[config.mk]
export PLATFORM = sky130hd
export DESIGN_NAME = ssd_scan_driver_flat
export DESIGN_NICKNAME = d
export VERILOG_FILES = /design/src/rtl/ssd_pkg.sv /design/src/rtl/ssd_scan_driver_if.sv /design/src/rtl/ssd_scan_driver_bin2bcd_seq.sv /design/src/rtl/ssd_scan_driver.sv /design/src/flat_wrapper.sv
export SDC_FILE = /design/constraint.sdc
export NUM_CORES = 1
export LEC_CHECK = 0
export BUFFER_PORTS_ARGS = -buffer_cell sky130_fd_sc_hd__buf_2
export CORE_ASPECT_RATIO = 0.6
export CORE_UTILIZATION = 55
export CTS_CLUSTER_DIAMETER = 60
export DETAILED_ROUTE_END_ITERATION = 8
export GPL_ROUTABILITY_DRIVEN = 1
export HOLD_SLACK_MARGIN = 0.06
export PLACE_DENSITY = 0.83
export SETUP_SLACK_MARGIN = 0.05
export SLEW_MARGIN = 0
export SYNTH_ARGS = -nofsm -noshare
export SYNTH_HDL_FRONTEND = slang
export SYNTH_SLANG_ARGS = --single-unit
[constraint.sdc]
create_clock -name clk -period 3.1 [get_ports clk]
set_input_delay 0 -clock clk [delete_from_list [all_inputs] [get_ports clk]]
set_output_delay 0 -clock clk [all_outputs]
set_load 0.01 [all_outputs]
[src/rtl/ssd_pkg.sv]
// Shared types and constants for the seven-segment scan driver:
// display codes, active-low segment patterns, converter FSM states.
package ssd_pkg;

    // Display code: 5'h00..5'h0F are hex digits, bit 4 marks the special glyphs.
    typedef logic [4:0] code_t;

    localparam code_t CODE_BLANK = {1'b1, 4'h0};
    localparam code_t CODE_DASH  = {1'b1, 4'h1};

    // Active-low segments, bit 6 = a ... bit 0 = g.
    localparam logic [6:0] SEG_0     = 7'b0000001;
    localparam logic [6:0] SEG_1     = 7'b1001111;
    localparam logic [6:0] SEG_2     = 7'b0010010;
    localparam logic [6:0] SEG_3     = 7'b0000110;
    localparam logic [6:0] SEG_4     = 7'b1001100;
    localparam logic [6:0] SEG_5     = 7'b0100100;
    localparam logic [6:0] SEG_6     = 7'b0100000;
    localparam logic [6:0] SEG_7     = 7'b0001111;
    localparam logic [6:0] SEG_8     = 7'b0000000;
    localparam logic [6:0] SEG_9     = 7'b0000100;
    localparam logic [6:0] SEG_A     = 7'b0001000;
    localparam logic [6:0] SEG_B     = 7'b1100000;
    localparam logic [6:0] SEG_C     = 7'b0110001;
    localparam logic [6:0] SEG_D     = 7'b1000010;
    localparam logic [6:0] SEG_E     = 7'b0110000;
    localparam logic [6:0] SEG_F     = 7'b0111000;
    localparam logic [6:0] SEG_DASH  = 7'b1111110;
    localparam logic [6:0] SEG_BLANK = 7'b1111111;

    typedef enum logic [1:0] {
        IDLE,
        SHIFT,
        COMMIT
    } state_t;

    // 10**n, evaluated at elaboration to size the decimal overflow limit.
    function automatic logic [63:0] pow10(input int n);
        logic [63:0] p;
        p = 64'd1;
        for (int i = 0; i < n; i++) p = p * 64'd10;
        return p;
    endfunction

    function automatic logic [6:0] seg_decode(input code_t code);
        logic [6:0] seg;
        case (code)
            5'h00:     seg = SEG_0;
            5'h01:     seg = SEG_1;
            5'h02:     seg = SEG_2;
            5'h03:     seg = SEG_3;
            5'h04:     seg = SEG_4;
            5'h05:     seg = SEG_5;
            5'h06:     seg = SEG_6;
            5'h07:     seg = SEG_7;
            5'h08:     seg = SEG_8;
            5'h09:     seg = SEG_9;
            5'h0A:     seg = SEG_A;
            5'h0B:     seg = SEG_B;
            5'h0C:     seg = SEG_C;
            5'h0D:     seg = SEG_D;
            5'h0E:     seg = SEG_E;
            5'h0F:     seg = SEG_F;
            CODE_DASH: seg = SEG_DASH;
            default:   seg = SEG_BLANK;
        endcase
        return seg;
    endfunction

endpackage

[src/rtl/ssd_scan_driver_if.sv]
// Load/busy bus between the debug-display source and the scan driver.
interface ssd_scan_driver_if #(
    parameter int DATA_W = 16
);
    logic [DATA_W-1:0] value;
    logic              mode;
    logic              load;
    logic              busy;

    modport master (output value, mode, load, input busy);
    modport slave  (input value, mode, load, output busy);
endinterface

[src/rtl/ssd_scan_driver_bin2bcd_seq.sv]
// Sequential binary-to-BCD converter: one double-dabble step per clock.
// done pulses for one cycle while the finished digits sit on bcd/ovf.
module bin2bcd_seq
    import ssd_pkg::*;
#(
    parameter int DIGITS = 4,
    parameter int DATA_W = 16
) (
    input  logic                clk,
    input  logic                rst,
    input  logic                start,
    input  logic [DATA_W-1:0]   bin,
    output logic                busy,
    output logic                done,
    output logic [4*DIGITS-1:0] bcd,
    output logic                ovf
);

    localparam int               CNT_W     = (DATA_W > 1) ? $clog2(DATA_W) : 1;
    localparam logic [CNT_W-1:0] LAST_STEP = CNT_W'(DATA_W - 1);
    localparam logic [63:0]      LIMIT     = pow10(DIGITS);

    state_t              state, state_next;
    logic [DATA_W-1:0]   shreg;
    logic [4*DIGITS-1:0] bcd_q, bcd_next;
    logic [CNT_W-1:0]    step;
    logic                ovf_q;
    logic [3:0]          nib;
    logic                carry;

    // State register.
    // NOTE: clocked state uses <= so every flop samples pre-edge values regardless of block order.
    always_ff @(posedge clk or negedge rst) begin
        if (!rst) state <= IDLE;
        else      state <= state_next;
    end

    // Next state: IDLE -> SHIFT on start, DATA_W steps, one COMMIT cycle.
    // NOTE: the default on the first line keeps every path assigned, so no latch is inferred.
    always_comb begin
        state_next = state;
        case (state)
            IDLE:    if (start) state_next = SHIFT;
            SHIFT:   if (step == LAST_STEP) state_next = COMMIT;
            COMMIT:  state_next = IDLE;
            default: state_next = IDLE;
        endcase
    end

    // One double-dabble step: add 3 to nibbles >= 5, then shift left with the next binary bit.
    always_comb begin
        bcd_next = '0;
        nib      = '0;
        carry    = shreg[DATA_W-1];
        for (int i = 0; i < DIGITS; i++) begin
            nib = bcd_q[4*i +: 4];
            if (nib >= 4'd5) nib = nib + 4'd3;
            bcd_next[4*i +: 4] = {nib[2:0], carry};
            carry = nib[3];
        end
    end

    // Conversion datapath: latch operand and overflow on start, iterate while shifting.
    always_ff @(posedge clk or negedge rst) begin
        if (!rst) begin
            shreg <= '0;
            bcd_q <= '0;
            step  <= '0;
            ovf_q <= 1'b0;
        end else if (state == IDLE && start) begin
            shreg <= bin;
            bcd_q <= '0;
            step  <= '0;
            ovf_q <= (64'(bin) >= LIMIT);
        end else if (state == SHIFT) begin
            shreg <= shreg << 1;
            bcd_q <= bcd_next;
            step  <= step + 1'b1;
        end
    end

    assign busy = (state != IDLE);
    assign done = (state == COMMIT);
    assign bcd  = bcd_q;
    assign ovf  = ovf_q;

endmodule

[src/rtl/ssd_scan_driver.sv]
// Time-multiplexed seven-segment driver for the debug display: latches a
// value as hex (immediately) or decimal (via bin2bcd_seq), then scans the
// digits with a registered, active-low anode/segment output.
module ssd_scan_driver
    import ssd_pkg::*;
#(
    parameter int DIGITS      = 4,
    parameter int DATA_W      = 16,
    parameter int REFRESH_DIV = 100000,
    parameter bit BLANK_LZ    = 1'b1
) (
    input  logic               clk,
    input  logic               rst,
    ssd_scan_driver_if.slave   bus,
    output logic [DIGITS-1:0]  Anode,
    output logic [6:0]         LED_out
);

    localparam int               IDX_W    = (DIGITS > 1) ? $clog2(DIGITS) : 1;
    localparam int               REF_W    = $clog2(REFRESH_DIV);
    localparam logic [IDX_W-1:0] IDX_LAST = IDX_W'(DIGITS - 1);
    localparam logic [REF_W-1:0] REF_LAST = REF_W'(REFRESH_DIV - 1);

    code_t               buffer    [DIGITS];
    code_t               dec_codes [DIGITS];
    logic [IDX_W-1:0]    index;
    logic [REF_W-1:0]    refresh;
    logic [4*DIGITS-1:0] value_hex;
    logic [4*DIGITS-1:0] conv_bcd;
    logic                conv_busy, conv_done, conv_ovf;
    logic                hex_load, dec_start;
    logic                nz_seen;

    // Loads are only honoured while the converter is idle; anything else is dropped.
    assign value_hex = (4*DIGITS)'(bus.value);
    assign hex_load  = bus.load && !conv_busy && !bus.mode;
    assign dec_start = bus.load && !conv_busy &&  bus.mode;
    assign bus.busy  = conv_busy;

    bin2bcd_seq #(
        .DIGITS (DIGITS),
        .DATA_W (DATA_W)
    ) u_bin2bcd (
        .clk   (clk),
        .rst   (rst),
        .start (dec_start),
        .bin   (bus.value),
        .busy  (conv_busy),
        .done  (conv_done),
        .bcd   (conv_bcd),
        .ovf   (conv_ovf)
    );

    // Converter result to display codes: dashes on overflow, zeros above the top nonzero digit blanked.
    always_comb begin
        nz_seen = 1'b0;
        for (int i = DIGITS - 1; i >= 0; i--) begin
            dec_codes[i] = {1'b0, conv_bcd[4*i +: 4]};
            if (conv_ovf)
                dec_codes[i] = CODE_DASH;
            else if (BLANK_LZ && i != 0 && !nz_seen && conv_bcd[4*i +: 4] == 4'd0)
                dec_codes[i] = CODE_BLANK;
            if (conv_bcd[4*i +: 4] != 4'd0) nz_seen = 1'b1;
        end
    end

    // Display buffer: whole-buffer writes only, so a partial BCD result never shows.
    // NOTE: the buffer is a few flops rather than a RAM, so it is cleared by the async reset like any other state.
    always_ff @(posedge clk or negedge rst) begin
        if (!rst) begin
            for (int i = 0; i < DIGITS; i++) buffer[i] <= '0;
        end else if (conv_done) begin
            for (int i = 0; i < DIGITS; i++) buffer[i] <= dec_codes[i];
        end else if (hex_load) begin
            for (int i = 0; i < DIGITS; i++) buffer[i] <= {1'b0, value_hex[4*i +: 4]};
        end
    end

    // Refresh timer and digit index: each digit stays selected for REFRESH_DIV cycles.
    always_ff @(posedge clk or negedge rst) begin
        if (!rst) begin
            refresh <= '0;
            index   <= '0;
        end else if (refresh == REF_LAST) begin
            refresh <= '0;
            index   <= (index == IDX_LAST) ? '0 : index + 1'b1;
        end else begin
            refresh <= refresh + 1'b1;
        end
    end

    // Registered pin drive: anode and segments switch together, one cycle after index/buffer.
    always_ff @(posedge clk or negedge rst) begin
        if (!rst) begin
            Anode   <= '1;
            LED_out <= SEG_BLANK;
        end else begin
            Anode   <= ~(DIGITS'(1) << index);
            LED_out <= seg_decode(buffer[index]);
        end
    end

endmodule

[src/flat_wrapper.sv]
// flat-port wrapper written by rule: the top's interface ports become plain ports
module ssd_scan_driver_flat import ssd_pkg::*;
#(
    parameter int DIGITS      = 4,
    parameter int DATA_W      = 16,
    parameter int REFRESH_DIV = 100000,
    parameter bit BLANK_LZ    = 1'b1
)
  (clk, rst, Anode, LED_out, bus_value, bus_mode, bus_load, bus_busy);
  ssd_scan_driver_if #(.DATA_W(DATA_W)) bus_i ();
  input  logic clk;
  input  logic rst;
  output logic [DIGITS-1:0] Anode;
  output logic [6:0] LED_out;
  input wire logic [$bits(bus_i.value)-1:0] bus_value;
  input wire logic [$bits(bus_i.mode)-1:0] bus_mode;
  input wire logic [$bits(bus_i.load)-1:0] bus_load;
  output wire logic [$bits(bus_i.busy)-1:0] bus_busy;
  assign bus_i.value = bus_value;
  assign bus_i.mode = bus_mode;
  assign bus_i.load = bus_load;
  assign bus_busy = bus_i.busy;
  ssd_scan_driver #(.DIGITS(DIGITS), .DATA_W(DATA_W), .REFRESH_DIV(REFRESH_DIV), .BLANK_LZ(BLANK_LZ)) u_core (.clk(clk), .rst(rst), .bus(bus_i), .Anode(Anode), .LED_out(LED_out));
endmodule
# == Yosys cells after proc, flatten, opt, wreduce, memory -nomap -nowiden ==
# Memories as Yosys holds them, arrays and structs flattened. A register that Yosys moved wholly into a read port is not among the register bits.
# Index checks and enable logic that the tools add are counted.
# W data, S select, Z words.
# classes
reduce_logical,21
muxes,29
bitwise,2
n_eq_ne,7
add_sub_neg,7
n_lt_le_gt_ge,6
shift,1
# ops
op,count
$mux W16,4
$mux W5,9
$mux W20,2
$mux W4,5
$add A17 B1 Y17 const B,1
$eq A17 B17 Y1 const B,1
$mux W17,1
$ge A16 B14 Y1 const B,1
$ge A4 B3 Y1 const B,4
$add A4 B2 Y4 const B,3
$logic_not A4 Y1,3
$bmux W5 S2,1
$reduce_bool A4 Y1,2
$logic_and A1 B1 Y1,6
$mux W2,3
$reduce_bool A2 Y1,3
$logic_not A1 Y1,5
$add A4 B1 Y4 const B,1
$eq A2 B2 Y1 const B,2
$eq A4 B4 Y1 const B,1
$ne A2 B2 Y1 const B,2
$not A4 Y4,1
$pmux W2 S2,1
$shl A1 B2 Y4 const A,1
other kinds (9),10
# totals
n_memories,1
wordCells,86
input_bits,20
reg_bits,82
romBits,224
# memory_table
memory,depth,word_bits,read_ports,rd_clocked_by_memory_dff,write_ports,line_no,source
(name not given),32,7,1,1,0,ssd_pkg.sv:47,case (code)

# == Depth between registers and ports, before layout ==
# Gate-level depths: netlist (run 1).
# depth
depth_word,8
mapped_depth,7
ltp_nobuf,6

# == Cells and area by module ==
# Synthesis (run 1) repeated with hierarchy kept, for this count alone.
# unflattened
hier_cells,455
hier_area_um2,4583.1
# by_module_without_submodules
module,instances,cells_each,area_per_inst_um2,seq_area_each_um2
ssd_scan_driver,1,256,2650.0,1265.0
bin2bcd_seq,1,199,1933.1,975.9

# == Least setup slack after synthesis (run 1) ==
# No wires, ideal clock.
# synth_path
path_kind,reg-to-reg
start,"register u_core.u_bin2bcd.bcd_q[12], in the netlist u_core.u_bin2bcd.bcd[12]"
end,register u_core.buffer[11] in the netlist's numbering
path_stages_with_launch,7
t_arrival_ns,1.773
n_path_buf,0
setup_ns,0.120
required_time_ns,2.980
path_slack_ns,1.207
cell_sequence,dfrtp_1 > inv_1 > ha_1 > or3b_1 > nor4b_1 > a31oi_1 > a31o_2
# synth_via
elab_chain_cells,8
# synth_rtl
item,line_no,source
from (decl),ssd_scan_driver_bin2bcd_seq.sv:25,"logic [4*DIGITS-1:0] bcd_q, bcd_next;"
from (signal assigned),ssd_scan_driver_bin2bcd_seq.sv:77,bcd_q <= bcd_next;
$reduce_bool A4 Y1,ssd_scan_driver.sv:63,if (conv_bcd[4*i +: 4] != 4'd0) nz_seen = 1'b1;
$mux W1 (2 in a row),ssd_scan_driver.sv:63,
$logic_not A1 Y1,ssd_scan_driver.sv:61,else if (BLANK_LZ && i != 0 && !nz_seen && conv_bcd[4*i +: 4] == 4'd0)
$logic_and A1 B1 Y1,ssd_scan_driver.sv:61,
$mux W5,ssd_scan_driver.sv:61,
$mux W5,ssd_scan_driver.sv:59,if (conv_ovf)
$mux W20,ssd_scan_driver.sv:72,end else if (conv_done) begin
to (decl),ssd_scan_driver.sv:24,code_t buffer [DIGITS];
# No other way between the ends.
# A chain may end at the register's enable or synchronous reset.

# == Final worst setup path (run 1) ==
# layout_path
start,register u_core.index[0]
end,register u_core.LED_out[3]
# layout_via
elab_chain_cells,4
# layout_rtl
item,line_no,source
from (decl),ssd_scan_driver.sv:26,logic [IDX_W-1:0] index;
from (signal assigned),ssd_scan_driver.sv:86,index <= (index == IDX_LAST) ? '0 : index + 1'b1;
$not A2 Y3 (implied by the code),ssd_scan_driver.sv:99,LED_out <= seg_decode(buffer[index]);
$bmux W5 S2,ssd_scan_driver.sv:99,
$mux W5 (implied by the code) (2 in a row),ssd_scan_driver.sv:99,
to (decl),ssd_scan_driver.sv:16,output logic [6:0] LED_out
# No other way between the ends. The select of a mux whose other input is x is not followed.

==> run_results.csv, run 1 <==
group,metric,value,unit
power,p_leak,2.380,nW
logic_synthesis,synthCells,460,
grt,grt_max_degree,90,
clock_tree,clk_pin_slew,0.07,ns
clock_tree,tritoncts,"built",
logic_synthesis,seq_area_frac_synth,0.4879,
sta,finalSetupTns,0,ns
sta,rsz0062_at_grt,"no",
logic_synthesis,syn_avg_cell_area,9.985,um^2
clock_tree,clk_latency,0.35,ns
worst_setup_path,path_class,"reg -> reg",
clock_tree,clock-sinks,89,
placement,place_hpwl,7.111,mm
logic_synthesis,synth_nets,502,
sta,setup_viol,0,
worst_setup_path,cp.required,3.36,ns
placement,gp_congestion,0.8203,
logic_synthesis,async_flop_share,1.000,
placement,io_buffers,31,
run_status,status,"finished clean",
worst_setup_path,rrSetupSlack,0.88,ns
worst_setup_path,endpoint_kind,"flop",
drt,routed_wl,10.70,mm
logic_synthesis,ys_ff_latch,89,
worst_setup_path,max_stage_delay,0.64,ns
worst_setup_path,slowest_stage,"mux4_2",
floorplan,start_util,0.5758,
clock_tree,clk_path_buf_depth,2,
sta,fmax,449.9,MHz
logic_synthesis,synth.area.top_cells,"dfrtp_1, nand2_1, dfstp_2, ha_1, o21ai_0",
sta,period_minus_slack,2.223,ns
finish,utilization,0.6621,
power,p_per_area,902.8,nW/um^2
clock_tree,cts_buffers,9,
grt,grt_overflow,0,
clock_tree,clockRootBuffer,"clkbuf_16",
drt,post_drt_wl_per_cell,17.50,um
logic_synthesis,syn_area,4593,um^2
job,maxCapViolations,0,
worst_setup_path,critPathMaxFanout,11,
floorplan,coreArea,7976,um^2
finish,num_antenna_cells,0,
sta,hold_violations,0,
grt,grt_pass1_vias,3466,
sta,max_slew.worst_pin.slew,1.094,ns
clock_tree,h-tree-depth,3,
logic_synthesis,netlist.area_leader.share,0.4250,
logic_synthesis,ys_warn_count,0,
drt,vias,3599,
logic_synthesis,synth_top_area_cell,"dfrtp_1",
logic_synthesis,yosysUniqueCellTypes,57,
drt,via_per_inst,5.890,
floorplan,die_h,72.79,um
floorplan,die_area,8732,um^2
sta,fin_crit_sh,0.7171,
finish,drive_above_1_share,0.1670,
floorplan,die_w,120.0,um
power,ir_worst_vdd,0.0003934,V
sta,slew_viol_final,0,
worst_setup_path,crit_path_cell_trace,"mux4_2 > inv_1 > ha_1 > o211a_1 > o21ai_0",
grt,grt_pass1_wl,17.62,mm
worst_setup_path,cp-start-kind,"flop",
drt,final_antenna_net_count,0,
min_path,hold_class,"in -> reg",
floorplan,io_pins,32,
clock_tree,postCtsSetupBuffers,0,
drt,drc_errors,0,
drt,first_pass_iters,6,
drt,drt_iter0_drc,418,
grt,antenna_found_initial,0,
worst_setup_path,crit_arrival,2.48,ns
logic_synthesis,synth_edf_count,0,
floorplan,num_rows,25,
finish,syn_to_final_growth,14.98,%
finish,final_nets,540,
logic_synthesis,ys.flop_type,"dfrtp_1",
sta,finClkSkew,0.009186,ns
grt,grt_usage,0.2676,
sta,slew_headroom,0.2707,
## worst max-delay path, delay by kind of cell (launching register included)
family / cells / cell delay [ns]
mux: 1 / 0.64
compound gates: 2 / 0.41
fa+ha+maj: 1 / 0.28
buf+inv: 1 / 0.18
flops: 1 / 0.63
## path summary, 6_finish.rpt
check                      cells after the start              start                        end
max in group asynchronous                      2                rst          u_core.refresh[9]
setup reg to reg                               5    u_core.index[0]          u_core.LED_out[3]
setup / recovery                               5    u_core.index[0]          u_core.LED_out[3]
min in group asynchronous                      2                rst  u_core.u_bin2bcd.shreg[5]
hold / removal                                 4           bus_load           u_core.buffer[2]
hold reg to reg                                1  u_core.refresh[0]          u_core.refresh[0]
## cell usage after synthesis (4+ instances only)
cell type	number
nand2b_1	9
dfrtp_1	78
buf_6	4
a21oi_1	18
o221a_2	4
ha_1	22
nand3_1	17
buf_1	4
xnor2_1	10
o22ai_1	11
mux4_2	4
o21ai_0	23
nor3_1	5
a31oi_1	8
xor2_1	10
nand2_1	81
nor2b_1	4
nor2_1	22
a22oi_1	15
clkbuf_1	14
inv_1	21
and4_1	4
nand4_1	6
mux2i_1	5
dfstp_2	11
mux2_2	6
## where the power goes
part	switching (mW)	leakage, nW	internal, mW
combinational	0.973	1.14	0.763
clock	0.455	0.139	0.649
sequential	0.336	1.10	1.59
total	1.76	2.38	3.00
## cell families after synthesis
family,synth area share
simple gates,0.1825
compound gates,0.1370
flops,0.4879
buf+inv,0.04603
fa+ha+maj,0.05993
xor+xnor,0.03814
mux,0.04849
## placed cells by master, fill, tap and decap left out, types with 5 or more instances in the layout
master and count:
nand2_1 81, nor2_1 22, dfrtp_1 78, o22ai_1 11
a21oi_1 18, a22oi_1 15, buf_2 30, buf_4 5
a31oi_1 8, ha_1 22, o21ai_0 23, clkbuf_16 9
mux2_2 6, nand2b_1 9, inv_1 21, nor3_1 5
nand3_1 17, xnor2_1 10, mux2i_1 5, xor2_1 10
dfstp_2 11, dlygate4sd3_1 18, nand4_1 6
## final cells by class
cell class / count / area, um^2
Fill cell: 550 / 2695
Sequential cell: 89 / 2241
Multi-Input combinational cell: 324 / 2158
Timing Repair Buffer: 53 / 367.9
Clock buffer: 12 / 246.5
Tap cell: 108 / 135.1
Inverter: 21 / 78.83
Clock inverter: 4 / 53.80
## per-stage QoR
step	cell area, um^2	setup slack (ns)	total power [mW]	hold slack, ns	std cells
final	5281	0.8771	4.768	0.1857	611
after global routing	5281	0.6931	5.087	0.2175	611
after CTS	5281	0.8435	4.741	0.1728	611
after detailed placement	4801	0.8882	3.617	0.2384	577
after global placement	4801	1.034	3.484	0.2332	577
after floorplan	4593	1.207	3.149	-0.2956	460
## routing by layer
layer / vias to the layer above / share of wire / track usage
met5: - / 0 / 0
met2: 135 / 0.44 / 0.4106
met4: 0 / 0.012 / 0.07778
met3: 16 / 0.082 / 0.09688
li1: 1692 / - / -
met1: 1756 / 0.46 / 0.3592
## flip-flops by register name, indices dropped and copies added (netlist names)
name / cells
u_core.buffer: 20
u_core.refresh: 17
u_core.u_bin2bcd.bcd: 16
u_core.u_bin2bcd.shreg: 16
u_core.LED_out: 7
u_core.Anode: 4
u_core.u_bin2bcd.step: 4
u_core.index: 2
u_core.u_bin2bcd.state: 2
u_core.u_bin2bcd.ovf: 1
## repair_timing
action	in CTS	in global routing
resized for setup	0	0
hold endpoints to repair	108	0
hold buffers	18	0
Power figures use the tool's default switching activity.
==> run 2, diff against run 1 <==
==> constraint.sdc (replaced) <==
create_clock -name clk -period 2.3 [get_ports clk]
set_input_delay 0 -clock clk [delete_from_list [all_inputs] [get_ports clk]]
set_output_delay 0 -clock clk [all_outputs]
set_load 0.01 [all_outputs]
==> run 2 against run 1 <==
Core utilization is 0.60 points higher; worst hold slack got worse by 0.023 ns; maximum frequency up 7.4%; global-route usage shrank 0.30 points; first-iteration DRC count down 17%; cell count rose by 0.98%.
==> run_results.csv, run 2 (synthesized netlist as in run 1, its figures left out) <==
group,metric,value,unit
sta,period_minus_slack,2.070,ns
clock_tree,clock-sinks,89,
clock_tree,h-tree-depth,3,
sta,finalSetupTns,0,ns
worst_setup_path,endpoint_kind,"flop",
drt,post_drt_wl_per_cell,17.17,um
sta,max_slew.worst_pin.slew,0.4596,ns
power,p_per_area,1195,nW/um^2
grt,antenna_found_initial,0,
floorplan,num_rows,25,
grt,grt_max_degree,90,
drt,final_antenna_net_count,0,
finish,regMostFlops,"u_core.buffer",
finish,final_cell_mix,"nand2_1, dfrtp_1, buf_2",
power,p_leak,2.421,nW
finish,reg_top3,"u_core.buffer (20), u_core.refresh (17)",
floorplan,io_pins,32,
drt,first_pass_iters,5,
worst_setup_path,crit_arrival,2.30,ns
worst_setup_path,critPathMaxFanout,4,
finish,final_common_cell,"nand2_1",
clock_tree,clk_path_buf_depth,2,
grt,grt_pass1_vias,3518,
worst_setup_path,cp-start-kind,"flop",
sta,rsz0062_at_grt,"no",
drt,via_per_inst,5.867,
floorplan,die_w,120.0,um
finish,drive_above_1_share,0.1827,
placement,place_hpwl,6.933,mm
run_status,status,"finished clean",
grt,grt_overflow,0,
clock_tree,clk_pin_slew,0.06,ns
drt,vias,3620,
sta,slew_viol_final,0,
finish,largest_reg_flops,20,
min_path,hold_class,"in -> reg",
sta,setup_viol,0,
sta,hold_ws,0.1630,ns
placement,pre_cts_slack,0.2418,ns
job,maxCapViolations,0,
floorplan,die_area,8732,um^2
worst_setup_path,cp.required,2.53,ns
placement,io_buffers,31,
clock_tree,clockRootBuffer,"clkbuf_16",
drt,drt_iter0_drc,349,
grt,grt_pass1_wl,17.59,mm
power,ir_worst_vdd,0.0005071,V
worst_setup_path,path_class,"reg -> reg",
finish,utilization,0.6681,
clock_tree,cts_buffers,9,
sta,fmax,483.0,MHz
sta,slew_headroom,0.6936,
grt,grt_usage,0.2646,
placement,gp_congestion,0.8551,
finish,num_antenna_cells,0,
sta,hold_violations,0,
floorplan,die_h,72.79,um
finish,final_nets,546,
drt,drc_errors,0,
drt,routed_wl,10.60,mm
clock_tree,tritoncts,"built",
floorplan,start_util,0.5758,
sta,setup_ws,0.2296,ns
floorplan,coreArea,7976,um^2
finish,syn_to_final_growth,16.02,%
sta,fin_crit_sh,0.9002,
clock_tree,clk_latency,0.34,ns
sta,finClkSkew,0.007760,ns
-- run 2: cell types whose count changed in the layout (fill, tap and decap cells not counted) --
cell           previous run  this run
dlygate4sd3_1            18        17
clkinvlp_4                2         1
bufinv_16                 1         0
clkbuf_8                  1         3
clkinv_2                  0         2
buf_4                     5        11
buf_12                    0         1
clkbuf_1                  2         0
-- run 2: critical path: stages, from the launching register on --
cell and delay [ns]:
dfrtp_1 0.41, inv_1 0.11, ha_1 0.21, or3b_1 0.39, nor4b_1 0.42, a31oi_1 0.17
a31o_2 0.26
-- run 2: repair_timing --
action | CTS | global route
endpoints found under the hold margin | 120 | 0
hold buffers | 17 | 0
gates resized for setup | 0 | 0
buffers inserted | 0 | 0
-- run 2: power breakdown --
part | switching, mW | total [mW] | internal [mW]
Combinational | 1.33 | 2.38 | 1.05
Clock | 0.592 | 1.41 | 0.818
Sequential | 0.434 | 2.58 | 2.14
-- run 2: cell type report --
type | count | area [um^2]
inverters | 21 | 78.83
flip-flops and latches | 89 | 2241
clock buffers | 12 | 266.5
multi-input cells | 324 | 2158
repair buffers | 59 | 422.9
clock inverters | 4 | 26.28
fillers | 579 | 2648
well taps | 108 | 135.1
-- run 2: routing by layer --
layer,global-route usage,part of all wire
met2,0.4330,0.47
met4,0.07639,0.012
met1,0.3551,0.45
met5,0,0
met3,0.06328,0.061
-- run 2: path summary, 6_finish.rpt --
check                                                 from                         end  slack [ns]  cells after the start
worst max-delay path              u_core.u_bin2bcd.bcd[12]           u_core.buffer[11]        0.23                      6
worst min-delay path                              bus_mode            u_core.buffer[7]        0.16                      5
worst max register to register    u_core.u_bin2bcd.bcd[12]           u_core.buffer[11]        0.23                      6
worst min register to register  u_core.u_bin2bcd.shreg[11]  u_core.u_bin2bcd.shreg[11]        0.48                      2
max in group asynchronous                              rst           u_core.refresh[0]        1.70                      3
min in group asynchronous                              rst   u_core.u_bin2bcd.shreg[2]        0.24                      3
-- run 2: per-stage QoR --
stage          area, um^2  power (mW)  std cells
5_1_grt              5329       6.796        617
3_3_place_gp         4866       4.721        584
2_1_floorplan        4593       4.244        460
3_5_place_dp         4866       4.887        584
4_1_cts              5329       6.364        617
6_report             5329       6.368        617
